File: src/rtl/pe_pkg.sv
// ============================================================================
//  pe_pkg : shared FSM state type and width helpers for the IFMAP window
//  address generator.
//  Revision : 1.0
// ============================================================================
`default_nettype none

package pe_pkg;

   localparam int C_CONFIG_BIT_DEF = 4;
   localparam int C_NUM_OF_REG_DEF = 16;

   typedef enum logic [1:0] {
      ST_IDLE = 2'd0,
      ST_EMIT = 2'd1,
      ST_DONE = 2'd2
   } state_t;

   // Counter width: holds base + stride without overflow.
   function automatic int cnt_w(input int cfg_bit);
      return cfg_bit + 1;
   endfunction

   // Limit width: holds ifmap_len - filt_len + 1 for the end-of-map compare.
   function automatic int lim_w(input int cfg_bit);
      return cfg_bit + 2;
   endfunction

   function automatic int sum_w(input int addr_w, input int cfg_bit);
      return addr_w + cfg_bit + 1;
   endfunction

endpackage

`default_nettype wire

File: src/rtl/base_stride_counter.sv
// ============================================================================
//  base_stride_counter : loadable counter with clear, step-by-stride increment
//  and a registered "count + step >= limit" look-ahead flag.
//  Revision : 1.0
// ============================================================================
`default_nettype none

module base_stride_counter #(
   parameter int W  = 5,
   parameter int LW = W + 1
) (
   input  logic          clk,
   input  logic          rst,
   input  logic          load_i,
   input  logic          clr_i,
   input  logic          inc_i,
   input  logic [W-1:0]  step_i,
   input  logic [LW-1:0] limit_i,
   output logic [W-1:0]  count_o,
   output logic          nxt_ge_o
);

   localparam int CW = LW + 2;

   logic [W-1:0]  count_q, count_d;
   logic [W-1:0]  step_q, step_d;
   logic [LW-1:0] limit_q, limit_d;
   logic          nxt_ge_q, nxt_ge_d;

   // The flag always describes the value the counter would take on the next
   // increment, so it is ready in the same cycle the counter is consulted.
   always_comb begin
      count_d  = count_q;
      step_d   = step_q;
      limit_d  = limit_q;
      nxt_ge_d = nxt_ge_q;
      if (load_i) begin
         count_d  = '0;
         step_d   = step_i;
         limit_d  = limit_i;
         nxt_ge_d = CW'(step_i) >= CW'(limit_i);
      end else if (clr_i) begin
         count_d  = '0;
         nxt_ge_d = CW'(step_q) >= CW'(limit_q);
      end else if (inc_i) begin
         count_d  = count_q + step_q;
         nxt_ge_d = (CW'(count_q) + CW'(step_q) + CW'(step_q)) >= CW'(limit_q);
      end
   end

   always_ff @(posedge clk or posedge rst) begin
      if (rst) begin
         count_q  <= '0;
         step_q   <= '0;
         limit_q  <= '0;
         nxt_ge_q <= 1'b0;
      end else begin
         count_q  <= count_d;
         step_q   <= step_d;
         limit_q  <= limit_d;
         nxt_ge_q <= nxt_ge_d;
      end
   end

   assign count_o  = count_q;
   assign nxt_ge_o = nxt_ge_q;

endmodule

`default_nettype wire

File: src/rtl/ifmap_window_addr_gen.sv
// ============================================================================
//  ifmap_window_addr_gen : walks a 1-D convolution window over a circular IFMAP
//  scratchpad, one address per handshake. Optional win_idx: IFMAP_WIN_CNT_EN.
//  Revision : 1.0
// ============================================================================
`default_nettype none

module ifmap_window_addr_gen
   import pe_pkg::*;
#(
   parameter int CONFIG_BIT = C_CONFIG_BIT_DEF,
   parameter int NUM_OF_REG = C_NUM_OF_REG_DEF,
   parameter int ADDR_W     = $clog2(NUM_OF_REG)
) (
   input  logic                  clk,
   input  logic                  rst,
   input  logic                  start,
   input  logic [ADDR_W-1:0]     start_addr,
   input  logic [CONFIG_BIT-1:0] ifmap_len,
   input  logic [CONFIG_BIT-1:0] filt_len,
   input  logic [CONFIG_BIT-1:0] stride,
   output logic                  addr_valid,
   input  logic                  addr_ready,
   output logic [ADDR_W-1:0]     addr_out,
   output logic                  win_last,
   output logic                  busy,
   output logic                  done,
   output logic                  cfg_err
`ifdef IFMAP_WIN_CNT_EN
  ,output logic [CONFIG_BIT-1:0] win_idx
`endif
);

   localparam int CNT_W = cnt_w(CONFIG_BIT);
   localparam int LIM_W = lim_w(CONFIG_BIT);
   localparam int SUM_W = sum_w(ADDR_W, CONFIG_BIT);

   state_t            state_q, state_d;
   logic [ADDR_W-1:0] start_addr_q;
   logic              cfg_err_q, cfg_err_d;
   logic [CNT_W-1:0]  base_cnt, off_cnt;
   logic              base_ge, off_last;
   logic              start_acc, illegal, hs, win_end;
   logic [LIM_W-1:0]  base_limit;

   assign start_acc  = (state_q == ST_IDLE) && start;
   assign illegal    = (filt_len == '0) || (stride == '0) || (filt_len > ifmap_len);
   assign hs         = addr_valid && addr_ready;
   assign win_end    = hs && win_last;
   // base_n + filt_len > ifmap_len  <=>  base_n >= ifmap_len - filt_len + 1
   assign base_limit = LIM_W'(ifmap_len) - LIM_W'(filt_len) + LIM_W'(1);

   base_stride_counter #(.W(CNT_W), .LW(LIM_W)) u_base (
      .clk      (clk),
      .rst      (rst),
      .load_i   (start_acc),
      .clr_i    (1'b0),
      .inc_i    (win_end),
      .step_i   (CNT_W'(stride)),
      .limit_i  (base_limit),
      .count_o  (base_cnt),
      .nxt_ge_o (base_ge)
   );

   base_stride_counter #(.W(CNT_W), .LW(LIM_W)) u_offset (
      .clk      (clk),
      .rst      (rst),
      .load_i   (start_acc),
      .clr_i    (win_end),
      .inc_i    (hs && !win_last),
      .step_i   (CNT_W'(1)),
      .limit_i  (LIM_W'(filt_len)),
      .count_o  (off_cnt),
      .nxt_ge_o (off_last)
   );

   always_ff @(posedge clk or posedge rst) begin
      if (rst) begin
         state_q <= ST_IDLE;
      end else begin
         state_q <= state_d;
      end
   end

   always_comb begin
      state_d   = state_q;
      cfg_err_d = cfg_err_q;
      case (state_q)
         ST_IDLE: begin
            if (start) begin
               cfg_err_d = illegal;
               state_d   = illegal ? ST_DONE : ST_EMIT;
            end
         end
         ST_EMIT: begin
            if (win_end && base_ge) begin
               state_d = ST_DONE;
            end
         end
         ST_DONE: state_d = ST_IDLE;
         default: state_d = ST_IDLE;
      endcase
   end

   always_comb begin
      addr_valid = (state_q == ST_EMIT);
      busy       = (state_q == ST_EMIT);
      done       = (state_q == ST_DONE);
      win_last   = (state_q == ST_EMIT) && off_last;
      addr_out   = ADDR_W'(SUM_W'(start_addr_q) + SUM_W'(base_cnt) + SUM_W'(off_cnt));
      cfg_err    = cfg_err_q;
   end

   always_ff @(posedge clk or posedge rst) begin
      if (rst) begin
         start_addr_q <= '0;
         cfg_err_q    <= 1'b0;
      end else begin
         cfg_err_q <= cfg_err_d;
         if (start_acc) begin
            start_addr_q <= start_addr;
         end
      end
   end

`ifdef IFMAP_WIN_CNT_EN
   logic [CONFIG_BIT-1:0] win_idx_q, win_idx_d;

   always_comb begin
      win_idx_d = win_idx_q;
      if (start_acc) begin
         win_idx_d = '0;
      end else if (win_end && (win_idx_q != '1)) begin
         win_idx_d = win_idx_q + 1'b1;
      end
   end

   always_ff @(posedge clk or posedge rst) begin
      if (rst) begin
         win_idx_q <= '0;
      end else begin
         win_idx_q <= win_idx_d;
      end
   end

   assign win_idx = win_idx_q;
`endif

endmodule

`default_nettype wire

File: config.mk
export PLATFORM = sky130hd
export DESIGN_NAME = ifmap_window_addr_gen
export DESIGN_NICKNAME = d
export VERILOG_FILES = /design/src/rtl/pe_pkg.sv /design/src/rtl/base_stride_counter.sv /design/src/rtl/ifmap_window_addr_gen.sv
export SDC_FILE = /design/constraint.sdc
export NUM_CORES = 1
export LEC_CHECK = 0
export BUFFER_PORTS_ARGS = -buffer_cell sky130_fd_sc_hd__buf_4
export CORE_AREA = 2 2 72 74
export CTS_CLUSTER_SIZE = 8
export DETAILED_ROUTE_END_ITERATION = 10
export DIE_AREA = 0 0 74 76
export GPL_ROUTABILITY_DRIVEN = 0
export PLACE_DENSITY_LB_ADDON = 0.1
export RECOVER_POWER = 100
export SLEW_MARGIN = 20
export SYNTH_ARGS = -nofsm -noshare
export SYNTH_HDL_FRONTEND = slang
export SYNTH_SLANG_ARGS = --single-unit
File: constraint.sdc
create_clock -name clk -period 4.89 [get_ports clk]
set_clock_uncertainty 0.2 [all_clocks]
set_input_delay 0 -clock clk [delete_from_list [all_inputs] [get_ports clk]]
set_output_delay 0 -clock clk [all_outputs]
set_load 0.01 [all_outputs]
## After elaboration in Yosys (flattened, before gate mapping)

Index checks and enable logic that the tools add are counted.

| storage, ports and cells | value |
|---|---|
| register bits | 34 |
| output and inout port bits | 9 |

| cells by class | value |
|---|---|
| add/subtract/negate cells | 10 |
| $lt $le $gt $ge | 6 |
| equal/unequal tests | 4 |
| multiplexer cells | 14 |
| reductions and logical operators | 16 |

Operators by type and width:

| cell | number |
|---|---|
| $mux W5 | 5 |
| $add A4 B4 Y4 | 2 |
| $add A8 B1 Y8 | 1 |
| $add A8 B4 Y8 | 1 |
| $ge A8 B4 Y1 | 1 |
| $ge A8 B6 Y1 | 1 |
| $logic_not A4 Y1 | 2 |
| $add A5 B1 Y6 | 1 |
| $add A5 B2 Y6 const B | 1 |
| $add A5 B4 Y6 | 1 |
| $ge A4 B6 Y1 | 1 |
| $logic_and A1 B1 Y1 | 6 |
| $mux W2 | 3 |
| $add A5 B1 Y5 | 1 |
| $add A5 B4 Y5 | 1 |
| $mux W1 | 5 |
| $sub A4 B4 Y5 | 1 |
| $ge A1 B4 Y1 | 1 |
| $ge A1 B4 Y1 const A | 1 |
| $gt A4 B4 Y1 | 1 |
| $pmux W2 S2 | 1 |
| $reduce_and A2 Y1 | 2 |
| $reduce_bool A3 Y1 | 1 |
| $eq A2 B1 Y1 const B | 1 |
| 7 further kinds | 8 |

## Longest topological paths before layout

Gate-level depths: netlist of run 1.

| logic depth | value |
|---|---|
| depth after elaboration | 7 |
| depth in mapped cells | 15 |
| gate-level depth less buffers | 15 |

## Hierarchy

A second synthesis of run 1 with hierarchy kept.

| unflattened totals | value |
|---|---|
| cell total of the unflattened synthesis | 356 |
| area total of the unflattened synthesis | 3414.5 sq um |

Modules (own cells, without submodules):

| module | times used | cells each | area an instance (sq um) |
|---|---|---|---|
| base_stride_counter (u_offset) | 1 | 140 | 1338.8 |
| base_stride_counter (u_base) | 1 | 139 | 1337.5 |
| ifmap_window_addr_gen | 1 | 77 | 738.2 |

## Least setup slack after synthesis of run 1

No wires, ideal clock.

| timing path | value |
|---|---|
| path kind | register to register |
| start | reg u_base.count_q[0] (netlist: u_base.count_o[0]) |
| end | reg u_base.nxt_ge_q (netlist: u_base.nxt_ge_o) |
| setup time | 0.133 ns |
| arrival | 2.823 ns |
| required time | 4.557 ns |
| setup slack | 1.735 ns |
| cell stages (with the launch flop) | 16 |
| path buffers | 0 |
| period minus slack after synthesis | 3.155 ns |
| cell sequence | dfrtp_1 ha_1 inv_1 fa_1 inv_1 ha_1 a21o_1 a21oi_1 nor2b_1 o21ai_0 xnor2_1 ha_1 a21oi_1 nand2_1 a211oi_2 o32ai_2 |

| between the ends | value |
|---|---|
| word-level cells in the longest chain between the ends | 5 |

Ends and longest elaborated chain:

| what | line | text |
|---|---|---|
| start, declared | base_stride_counter.sv:25 | `logic [W-1:0] count_q, count_d;` |
| start signal, assigned | base_stride_counter.sv:58 | `count_q <= count_d;` |
| $add A5 B4 Y6 | base_stride_counter.sv:47 | `nxt_ge_d = (CW'(count_q) + CW'(step_q) + CW'(step_q)) >= CW'(limit_q);` |
| $add A8 B4 Y8 | base_stride_counter.sv:47 |  |
| $ge A8 B6 Y1 | base_stride_counter.sv:47 |  |
| $mux W1 | base_stride_counter.sv:45 | `end else if (inc_i) begin` |
| $mux W1 | base_stride_counter.sv:37 | `if (load_i) begin` |
| end signal, assigned | base_stride_counter.sv:61 | `nxt_ge_q <= nxt_ge_d;` |
| end, declared | base_stride_counter.sv:28 | `logic nxt_ge_q, nxt_ge_d;` |

No other way between the ends. The select of a mux whose other input is x is not followed.
A chain may end at the register's enable or synchronous reset.

## Worst setup path in the final report of run 1

| timing path | value |
|---|---|
| start | reg u_base.step_q[0] |
| end | reg u_base.nxt_ge_q (netlist: u_base.nxt_ge_o) |

| between the ends | value |
|---|---|
| word-level cells in the longest chain between the ends | 5 |

Ends and longest elaborated chain:

| what | line | text |
|---|---|---|
| start, declared | base_stride_counter.sv:26 | `logic [W-1:0] step_q, step_d;` |
| start signal, assigned | base_stride_counter.sv:59 | `step_q <= step_d;` |
| $add A5 B4 Y6 | base_stride_counter.sv:47 |  |
| $add A8 B4 Y8 (*) | base_stride_counter.sv:47 |  |
| $ge A8 B6 Y1 (*) | base_stride_counter.sv:47 |  |
| $mux W1 (*) | base_stride_counter.sv:45 |  |
| $mux W1 (*) | base_stride_counter.sv:37 |  |

Every way passes the cells marked *; elsewhere a longest branch is shown, timed or not. The select of a mux whose other input is x is not followed.

==> out/metrics.cfg, run 1 <==
[synthesis]
seq_area_frac_synth_pct=32.6
synth_commonest_cells=39 x nand2_1, 36 x inv_1, 34 x dfrtp_1, 32 x ha_1, 22 x o21ai_0
synth_seq_cells=34
yosysWarnings=0
syn_avg_cell_area_um2=9.14
syn_inst=285
syn_nets=344
synth_area_um2=2610
synth-edff-count=0
yosys-top-cells-area=dfrtp_1 33%, ha_1 15%, nand2_1 5.6%
synth.most_common_cell=nand2_1
synth_top_area_share_pct=32.6
synth_ff_type=dfrtp_1
postSynth.asyncResetShare_pct=100
ys_types=45
yosys.area.top_type=dfrtp_1

[timing]
hold_viol=0
worst_pin_slew_ps=1830
slew_headroom_pct=-21.8
setup_tns_ps=0
fmax_ghz=0.285
min_period_over_period_pct=71.8
finalMaxSlewViolations=35
fin_crit_ps=3510
setup-violations-final=0
worst_slack_ps=1380
rsz0062_at_grt=no
fin_hold_ws_ps=42.0

[critical_path]
crit_path_top_delay_cell=fa_1
cp_slowest_stage_delay_ps=540
worstPathCellList=ha_1, inv_1, fa_1, inv_1, ha_1, a21o_1, a21oi_1, nor2b_1, o21ai_0, xnor2_1, ha_1, a21oi_1, nand2_1, a211oi_1, o32ai_2
reg2reg_slack_ps=1380
endpoint=u_base.nxt_ge_o
crit_start=u_base.step_q[0]
crit_required_ps=4850
critPathCaptureType=flip-flop
cpMostUsedCell=ha_1
rr_worst_depth=15
reg2reg_to=u_base.nxt_ge_o
start_kind=flip-flop
reg2reg_from=u_base.step_q[0]
cp_data_arrival_time_ps=3470
path_max_fanout=3
critPathKind=reg -> reg

[routing]
antenna_left=0
avgRoutedWirePerCell_um=13.4
routed.top_layer=met4
drt_wl_total_mm=5.37
vias_per_cell=5.08
wl_met3_um=152
met1_length_mm=2.54
vias=2033
drtIter0Drc=82
drc=0
route.met2.wl_mm=2.59
drtPass1Iterations=4

[worst_hold_path]
min_path_type=in -> reg

[layout]
syn_to_final_growth_pct=17.1
design_area_um2=3050
fillers=471
num_antenna_cells=0
drive_above_1_share_pct=10.3
fin_nets=388

[outcome]
violations=capacitance limit, slew limit
status=finished, violations left

[clock_tree]
clk_path_buf_depth=2
numCtsBuffers=5
cts_tree=done
clkSlewWorstSetupHoldPaths_ps=70
cts-root-buf=clkbuf_8
post_cts_resized=0
clk_latency_ps=290
clock-sinks=34
htree_levels=2

[global_route]
grt_pass1_wl_mm=9.40
track_usage_pct=21.6
antenna_found_initial=0
grt_pass1_vias=2131
grt_overflow=0
grt_max_degree=35

[power_and_ir_drop]
fin_total_pwr_mw=1.73
p_switching_mw=0.744
ir_drop_mv=0.213
pwr-share-seq_pct=27.9
comb_power_share_pct=57.3
clockPowerShare_pct=14.8
powerDensity_nw_per_um2=567
power.share.switching_pct=42.9
leakagePower_nw=1.49
power.internal_mw=0.989

[placed_design]
placed_area_um2=2870
place_hpwl_mm=3.97
pre_cts_ws_ps=1500
io_buffers=28

[floorplan]
io_pins=29
start_util_pct=53.1
die_y_um=76
fp.coreArea_um2=4910
fp.dieW_um=74
die_area_um2=5620
num_rows=26

[flow_run]
maxCapViolations=1

sequential cells by signal, indices dropped and copies added (netlist names):
name / count
u_base.step_q: 4
u_offset.step_q: 1
u_base.count_o: 5
cfg_err: 1
start_addr_q: 4
u_offset.count_o: 5
u_offset.nxt_ge_o: 1
u_offset.limit_q: 4
state_q: 2
u_base.limit_q: 6
u_base.nxt_ge_o: 1
kinds of logic (layout without fill, tap and decap cells):
group / count (synthesis) / count (layout) / share of synthesized area [%]
buffers and inverters: 44 / 89 / 7.10
AND/OR/NAND/NOR: 89 / 89 / 17.4
XOR/XNOR: 21 / 21 / 7.63
multiplexers: 2 / 2 / 0.864
flip-flops: 34 / 34 / 32.6
AO/OA/AOI/OAI: 56 / 56 / 13.6
adder cells (fa/ha/maj): 39 / 39 / 20.7
placed cells by master, fill, tap and decap left out, types with 7 or more instances in the layout:
cell type	instances
buf_4	18
ha_1	32
nand2_1	39
nor2b_1	7
fa_1	7
inv_1	36
o21ai_0	22
nor3_1	7
a21oi_1	17
dfrtp_1	34
clkbuf_1	11
xnor2_1	12
dlygate4sd3_1	15
xor2_1	8
nor2_1	11
final cells by class:
class	count	area, um^2	area share, %
Clock buffer	5	68.8	2.25
Clock inverter	3	40.0	1.31
Inverter	36	135	4.43
Multi-Input combinational cell	207	1540	50.3
Sequential cell	34	851	27.9
Tap cell	70	87.6	2.87
Timing Repair Buffer	45	334	10.9
worst min-delay path by stage:
| stage | start | cells past startpoint | slack (ps) | to |
|---|---|---|---|---|
| floorplan | start_addr[1] | 2 | -90 | start_addr_q[1] |
| global placement | rst | 3 | -70 | u_offset.count_o[2] |
| detailed placement | rst | 3 | -60 | u_offset.count_o[1] |
| CTS | ifmap_len[3] | 5 | 50 | state_q[1] |
| global route | ifmap_len[3] | 5 | 100 | state_q[1] |
| finish | ifmap_len[3] | 5 | 40 | state_q[1] |
per-layer routing:
metal	vias up	track usage, %
met4	0	6.36
met1	962	27.3
met5	-	0
met3	8	4.37
met2	31	36.6
li1	1032	-
metrics by stage:
stage                     utilization, %  cells
final                               62.1    400
after global placement              58.4    377
after CTS                           63.7    400
after global routing                62.1    400
after floorplan                        -    285
after detailed placement            58.4    377
critical path, delay by kind of cell (launching register included):
kind / cells / cell delay [ps]
flip-flops: 1 / 370
AO/OA/AOI/OAI: 6 / 1150
AND/OR/NAND/NOR: 2 / 140
adder cells (fa/ha/maj): 4 / 1250
XOR/XNOR: 1 / 150
buffers and inverters: 2 / 120
power groups by stage:
stage / Combinational, mW / Clock, mW / Sequential (mW)
2_1_floorplan: 0.789 / 0 / 0.461
3_3_place_gp: 1.01 / 0 / 0.487
3_5_place_dp: 1.05 / 0 / 0.492
4_1_cts: 1.07 / 0.262 / 0.487
5_1_grt: 1.18 / 0.273 / 0.503
6_report: 0.992 / 0.257 / 0.484
timing repair:
| item | in CTS | in global routing |
|---|---|---|
| setup buffers | 0 | 0 |
| hold buffers | 15 | 0 |
| hold endpoints to repair | 50 | 0 |
Note: power is estimated with default switching activity, not from simulation.
==> run 2: changes to the inputs <==
==> constraint.sdc (replaced) <==
create_clock -name clk -period 3.4 [get_ports clk]
set_clock_uncertainty 0.2 [all_clocks]
set_input_delay 0 -clock clk [delete_from_list [all_inputs] [get_ports clk]]
set_output_delay 0 -clock clk [all_outputs]
set_load 0.01 [all_outputs]
==> out/metrics.cfg, run 2 (synthesis gave the netlist of run 1 again) <==
[critical_path]
cp_slowest_stage_delay_ps=580  ; +40 ps
reg2reg_to=u_base.nxt_ge_o
start_kind=flip-flop
crit_required_ps=3360  ; -1490 ps
reg2reg_from=u_base.count_o[0]
path_max_fanout=3  ; unchanged
critPathKind=reg -> reg
worstPathCellList=ha_2, inv_2, fa_1, inv_1, ha_1, a21o_1, a21oi_2, nor2b_1, o21ai_1, xnor2_1, ha_1, a21oi_2, nand2_1, a211oi_2, o32ai_2
crit_path_top_delay_cell=fa_1
critPathTopFamily=adder cells
rr_worst_depth=15  ; unchanged
crit_start=u_base.count_o[0]
path_depth=15  ; unchanged
cp.buffers_inverters=2  ; unchanged
endpoint=u_base.nxt_ge_o
reg2reg_slack_ps=60  ; -1320 ps
cp_data_arrival_time_ps=3300  ; -170 ps
critPathCaptureType=flip-flop

[layout]
largest_reg_flops=6  ; unchanged
syn_to_final_growth_pct=20.0
regArea_um2=851  ; unchanged
drive_above_1_share_pct=15.9  ; +5.6 points
fillers=428  ; -9.1%
fin_util_pct=63.7  ; +1.5 points
fin_nets=393  ; +1.3%
num_antenna_cells=0  ; unchanged
top_register=u_base.limit_q
multiInputGateArea_um2=1580  ; +2.9%
stdcell_count=404  ; +1.0%
mostFrequentLayoutCells=39 x nand2_1, 34 x inv_1, 34 x dfrtp_1
final_common_cell=nand2_1

[clock_tree]
clk_latency_ps=280  ; about the same
cts-root-buf=clkbuf_8
cts_tree=done
clock-sinks=34  ; unchanged
htree_levels=2  ; unchanged
clk_path_buf_depth=2  ; unchanged
clkSlewWorstSetupHoldPaths_ps=60  ; about the same
numCtsBuffers=5  ; unchanged

[power_and_ir_drop]
fin_total_pwr_mw=2.53  ; +46%
clockPowerShare_pct=11.0  ; -3.8 points
leakagePower_nw=1.53  ; +2.6%
ir_drop_mv=0.336  ; +58%
powerDensity_nw_per_um2=808  ; +42%
power.share.switching_pct=42.4  ; -0.53 points
comb_power_share_pct=61.6  ; +4.3 points
pwr-share-seq_pct=27.5  ; -0.4 points
power.internal_mw=1.46  ; +47%
p_switching_mw=1.07  ; +44%

[timing]
fin_crit_ps=3340  ; -168 ps
rsz0062_at_grt=yes
worst_pin_slew_ps=887  ; -941 ps
min_period_over_period_pct=98.3  ; +27 points
setup_tns_ps=0  ; unchanged
hold_viol=0  ; unchanged
fmax_ghz=0.299  ; +5.0%
setup-violations-final=0  ; unchanged
slew_headroom_pct=40.5  ; +62 points
finalMaxSlewViolations=0  ; -100%

[outcome]
status=complete, no violations

[floorplan]
die_area_um2=5620  ; unchanged
fp.dieW_um=74  ; unchanged
fp.coreArea_um2=4910  ; unchanged
num_rows=26  ; unchanged
io_pins=29  ; unchanged
start_util_pct=53.1  ; unchanged
die_y_um=76  ; unchanged

[routing]
vias_per_cell=5.06  ; -0.50%
drtIter0Drc=116  ; +41%
drc=0  ; unchanged
avgRoutedWirePerCell_um=13.2  ; -2.0%
drtPass1Iterations=4  ; unchanged
vias=2043  ; +0.49%
drt_wl_total_mm=5.32  ; -1.0%
antenna_left=0  ; unchanged

[global_route]
track_usage_pct=21.2  ; -0.36 points
grt_overflow=0  ; unchanged
grt_max_degree=30  ; -14%
grt_pass1_vias=2037  ; -4.4%
antenna_found_initial=0  ; unchanged
grt_pass1_wl_mm=9.34  ; -0.66%

[placed_design]
place_hpwl_mm=3.95  ; -0.62%
io_buffers=28  ; unchanged
placed_cells=378  ; +0.27%

[worst_hold_path]
min_path_type=in -> reg

[flow_run]
maxCapViolations=0  ; -1

run 2: power groups by stage:
stage	sequential, mW	combinational (mW)	clock [mW]
2_1_floorplan	0.663	1.14	0
5_1_grt	0.719	1.80	0.307
6_report	0.694	1.56	0.278
4_1_cts	0.699	1.53	0.291
3_5_place_dp	0.708	1.50	0
3_3_place_gp	0.699	1.46	0
run 2: worst min-delay path by stage:
stage,start,end,slack [ps],depth (start not counted)
5_1_grt,ifmap_len[0],u_base.limit_q[0],110,5
3_3_place_gp,start_addr[3],start_addr_q[3],-6,3
3_5_place_dp,start_addr[1],start_addr_q[1],-4,3
4_1_cts,ifmap_len[3],state_q[1],50,5
6_report,ifmap_len[3],state_q[1],60,5
2_1_floorplan,start_addr[1],start_addr_q[1],-90,2
run 2: routing by layer:
layer  wire [um]  GRT usage [%]
met5           0              0
met4          63           5.82
met3         189           4.37
met2        2520           32.9
met1        2540           30.1
run 2: layout make-up:
class | count | area share, %
Inverter | 36 | 4.32
Sequential cell | 34 | 27.2
Multi-Input combinational cell | 207 | 50.5
Tap cell | 70 | 2.80
Clock buffer | 7 | 2.44
Timing Repair Buffer | 50 | 12.7
run 2: stage by stage:
stage / setup WS, ps / hold WS (ps) / instance area (um^2)
after CTS: 56.1 / 50.0 / 3100
after global routing: -141 / 114 / 3130
after global placement: 113 / -6.21 / 2880
after floorplan: 245 / -94.6 / 2610
after detailed placement: 7.01 / -4.25 / 2880
final: 56.9 / 59.1 / 3130
run 2: what timing repair did:
| action | 4_1_cts | 5_1_grt |
|---|---|---|
| pin swaps | 0 | 11 |
| endpoints found under the setup margin | 1 | 1 |
| endpoints found under the hold margin | 40 | 0 |
| hold buffers | 15 | 0 |
| setup buffers | 0 | 4 |
| gates resized for setup | 1 | 5 |
run 2: tightest hold or removal path, delay by kind of cell:
kind | cells | cell delay, ps
adders and majority gates | 1 | 150
and+or+nand+nor | 1 | 100
buffers and inverters | 1 | 80
AOI/OAI and AO/OA | 2 | 180
==> run 3: changes to the inputs <==
--- a/config.mk
+++ b/config.mk
@@ -6,14 +6,15 @@
 export NUM_CORES = 1
 export LEC_CHECK = 0
 export BUFFER_PORTS_ARGS = -buffer_cell sky130_fd_sc_hd__buf_4
-export CORE_AREA = 2 2 72 74
+export CORE_AREA = 2 2 82 84
 export CTS_CLUSTER_SIZE = 8
 export DETAILED_ROUTE_END_ITERATION = 10
-export DIE_AREA = 0 0 74 76
+export DIE_AREA = 0 0 84 86
 export GPL_ROUTABILITY_DRIVEN = 0
 export PLACE_DENSITY_LB_ADDON = 0.1
 export RECOVER_POWER = 100
 export SLEW_MARGIN = 20
 export SYNTH_ARGS = -nofsm -noshare
 export SYNTH_HDL_FRONTEND = slang
+export SYNTH_HIERARCHICAL = 1
 export SYNTH_SLANG_ARGS = --single-unit
==> out/metrics.cfg, run 3 <==
[outcome]
status=complete, no violations

[layout]
final_common_cell=ha_1
fin_nets=504  ; +28%
drive_above_1_share_pct=10.2  ; -5.7 points
regArea_um2=1030  ; +21%
syn_to_final_growth_pct=16.7
num_antenna_cells=0  ; unchanged
mostFrequentLayoutCells=54 x ha_1, 48 x inv_1, 41 x dfrtp_1
design_area_um2=3980  ; +27%
fillers=558  ; +30%
multiInputGateArea_um2=2200  ; +39%
largestRegisters=u_base/limit_q x6, u_offset/limit_q x6

[power_and_ir_drop]
ir_drop_mv=0.418  ; +24%
clockPowerShare_pct=13.5  ; +2.5 points
comb_power_share_pct=56.5  ; -5.1 points
pwr-share-seq_pct=30.0  ; +2.5 points
powerDensity_nw_per_um2=749  ; -7.3%
fin_total_pwr_mw=2.98  ; +18%
power.internal_mw=1.71  ; +17%
p_switching_mw=1.28  ; +19%
leakagePower_nw=2.00  ; +31%
power.share.switching_pct=42.8  ; +0.42 points

[timing]
slew_headroom_pct=19.8  ; -21 points
fmax_ghz=0.336  ; +12%
setup_tns_ps=0  ; unchanged
fin_crit_ps=2980  ; -365 ps
hold_viol=0  ; unchanged
fin_hold_ws_ps=11.6  ; -47.4 ps
setup-violations-final=0  ; unchanged
min_period_over_period_pct=87.6  ; -11 points
rsz0062_at_grt=no
worst_slack_ps=422  ; +365 ps
worst_pin_slew_ps=1200  ; +312 ps
finalMaxSlewViolations=0  ; unchanged

[synthesis]
synth_ff_type=dfrtp_1
yosys.area.top_type=dfrtp_1
postSynth.asyncResetShare_pct=100  ; unchanged
synth_top_area_share_pct=30.0  ; -2.6 points
synth_area_um2=3410  ; +31%
syn_avg_cell_area_um2=9.59  ; +4.9%
yosys-top-cells-area=dfrtp_1 30%, ha_1 20%, fa_1 5.3%
ys_types=46  ; +2.2%
syn_inst=356  ; +25%
synth_commonest_cells=54 x ha_1, 48 x inv_1, 41 x dfrtp_1, 24 x nor2_1, 20 x nand2_1
seq_area_frac_synth_pct=30.0  ; -2.6 points
yosysWarnings=6  ; +6
synth-edff-count=0  ; unchanged
synth.most_common_cell=ha_1
synth_seq_cells=41  ; +21%

[clock_tree]
hold_buffers=18  ; +3
cts-root-buf=clkbuf_8
clk_latency_ps=300  ; +20 ps
cts_tree=done
clk_path_buf_depth=2  ; unchanged
htree_levels=2  ; unchanged
clkSlewWorstSetupHoldPaths_ps=80  ; +20 ps
clock-sinks=41  ; +21%
post_cts_resized=0  ; -1
cts_setup_buffers=0  ; unchanged
numCtsBuffers=5  ; unchanged

[global_route]
use_met1_pct=28.6  ; -1.4 points
grt_pass1_wl_mm=12.1  ; +29%
grt_overflow=0  ; unchanged
busiest_layer=met2
globalRouteMet3Util_pct=2.98  ; -1.4 points
grt_pass1_vias=2621  ; +29%
grt_use_met2_pct=35.6  ; +2.7 points
track_usage_pct=21.0  ; -0.23 points
antenna_found_initial=0  ; unchanged
grt_max_degree=34  ; +13%

[routing]
drt_wl_total_mm=6.85  ; +29%
antenna_left=0  ; unchanged
vias_per_cell=5.09  ; +0.74%
vias=2542  ; +24%
avgRoutedWirePerCell_um=13.7  ; +4.3%
drc=0  ; unchanged
drtIter0Drc=81  ; -30%
drtPass1Iterations=4  ; unchanged

[critical_path]
path_max_fanout=2  ; -1
cp_data_arrival_time_ps=2970  ; -330 ps
cp.buffers_inverters=5  ; +3
crit_required_ps=3390  ; +30 ps
critPathCaptureType=flip-flop
critPathTopFamily=compound AO/OA/AOI/OAI gates
worstPathCellList=dlygate4sd3_1, buf_4, inv_1, ha_1, inv_1, fa_1, a21o_2, a21oi_1, xnor2_1, inv_1, ha_1, a21oi_1, nor3b_1, nor2_1, o21ai_0, a21o_1
rr_worst_depth=7  ; -8
reg2reg_from=state_q[0]
start_kind=input port
crit_path_top_delay_cell=dlygate4sd3_1
cp_slowest_stage_delay_ps=550  ; -30 ps
critPathKind=in -> reg
reg2reg_to=u_offset/nxt_ge_o
reg2reg_slack_ps=560  ; +500 ps
cpMostUsedCell=inv_1

[placed_design]
place_hpwl_mm=5.31  ; +34%
pre_cts_ws_ps=655  ; +648 ps
placed_area_um2=3750  ; +30%
io_buffers=28  ; unchanged

[floorplan]
start_util_pct=54.4  ; +1.3 points
die_area_um2=7220  ; +28%
num_rows=29  ; +12%
fp.coreArea_um2=6280  ; +28%
die_y_um=86  ; +13%
io_pins=29  ; unchanged
fp.dieW_um=84  ; +14%

[worst_hold_path]
min_path_type=in -> async

[flow_run]
maxCapViolations=0  ; unchanged

run 3: changes by cell type in the layout (fill, tap and decap cells not counted), sizes merged, moves of 10 or more:
cell and delta:
buf -10, nor2 +14, mux2 +10, ha +22, nand2 -19, conb +21, inv +13
run 3: layer usage:
| layer | part of all wire, % | vias up |
|---|---|---|
| met5 | 0 | - |
| met2 | 47 | 39 |
| met4 | 0.93 | 0 |
| met1 | 50 | 1181 |
| met3 | 2.6 | 5 |
| li1 | - | 1317 |
run 3: power groups by stage:
stage | registers (mW) | clock network [mW] | logic, mW
floorplan | 0.844 | 0 | 1.34
global placement | 0.900 | 0 | 1.67
detailed placement | 0.910 | 0 | 1.74
CTS | 0.899 | 0.416 | 1.78
global route | 0.933 | 0.432 | 1.96
finish | 0.896 | 0.403 | 1.69
run 3: metrics by stage:
stage | std cells | utilization (%)
final | 499 | 63.5
after global routing | 499 | 63.5
after detailed placement | 473 | 59.7
after floorplan | 375 | -
after CTS | 499 | 64.4
after global placement | 473 | 59.7
run 3: logic make-up after synthesis:
logic type | count (synthesis) | share of synthesized area (%)
multiplexers | 21 | 6.60
other | 2 | 0.220
adder cells (fa/ha/maj) | 63 | 25.1
XOR/XNOR | 20 | 5.35
buffers and inverters | 57 | 7.11
AO/OA/AOI/OAI | 74 | 13.5
flip-flops | 41 | 30.0
AND/OR/NAND/NOR | 78 | 12.1
run 3: worst max path at each step:
stage,startpoint,to,slack [ps],depth (start not counted)
floorplan,u_base/count_o[1],u_base/nxt_ge_o,850,13
global placement,u_base/count_o[1],u_base/nxt_ge_o,760,13
detailed placement,u_base/count_o[1],u_base/nxt_ge_o,650,13
CTS,ifmap_len[0],u_base/nxt_ge_o,510,16
global route,state_q[0],u_base/nxt_ge_o,220,7
finish,ifmap_len[0],u_base/nxt_ge_o,420,16
run 3: final cells by class:
class | instances | area share [%]
tap | 77 | 2.42
sequential | 41 | 25.8
timing repair buffer | 48 | 9.23
inverter | 48 | 4.52
clock inverter | 3 | 1.16
clock buffer | 5 | 1.73
multi-input combinational | 277 | 55.2
run 3: worst register-to-register path, cell delays in order, from the launching register on:
cell and delay (ps):
dfrtp_1 430, nand2b_1 200, nor2_1 910, or2_0 470, nor3b_1 140, nor2_1 120, o21ai_1 80, o21bai_2 190
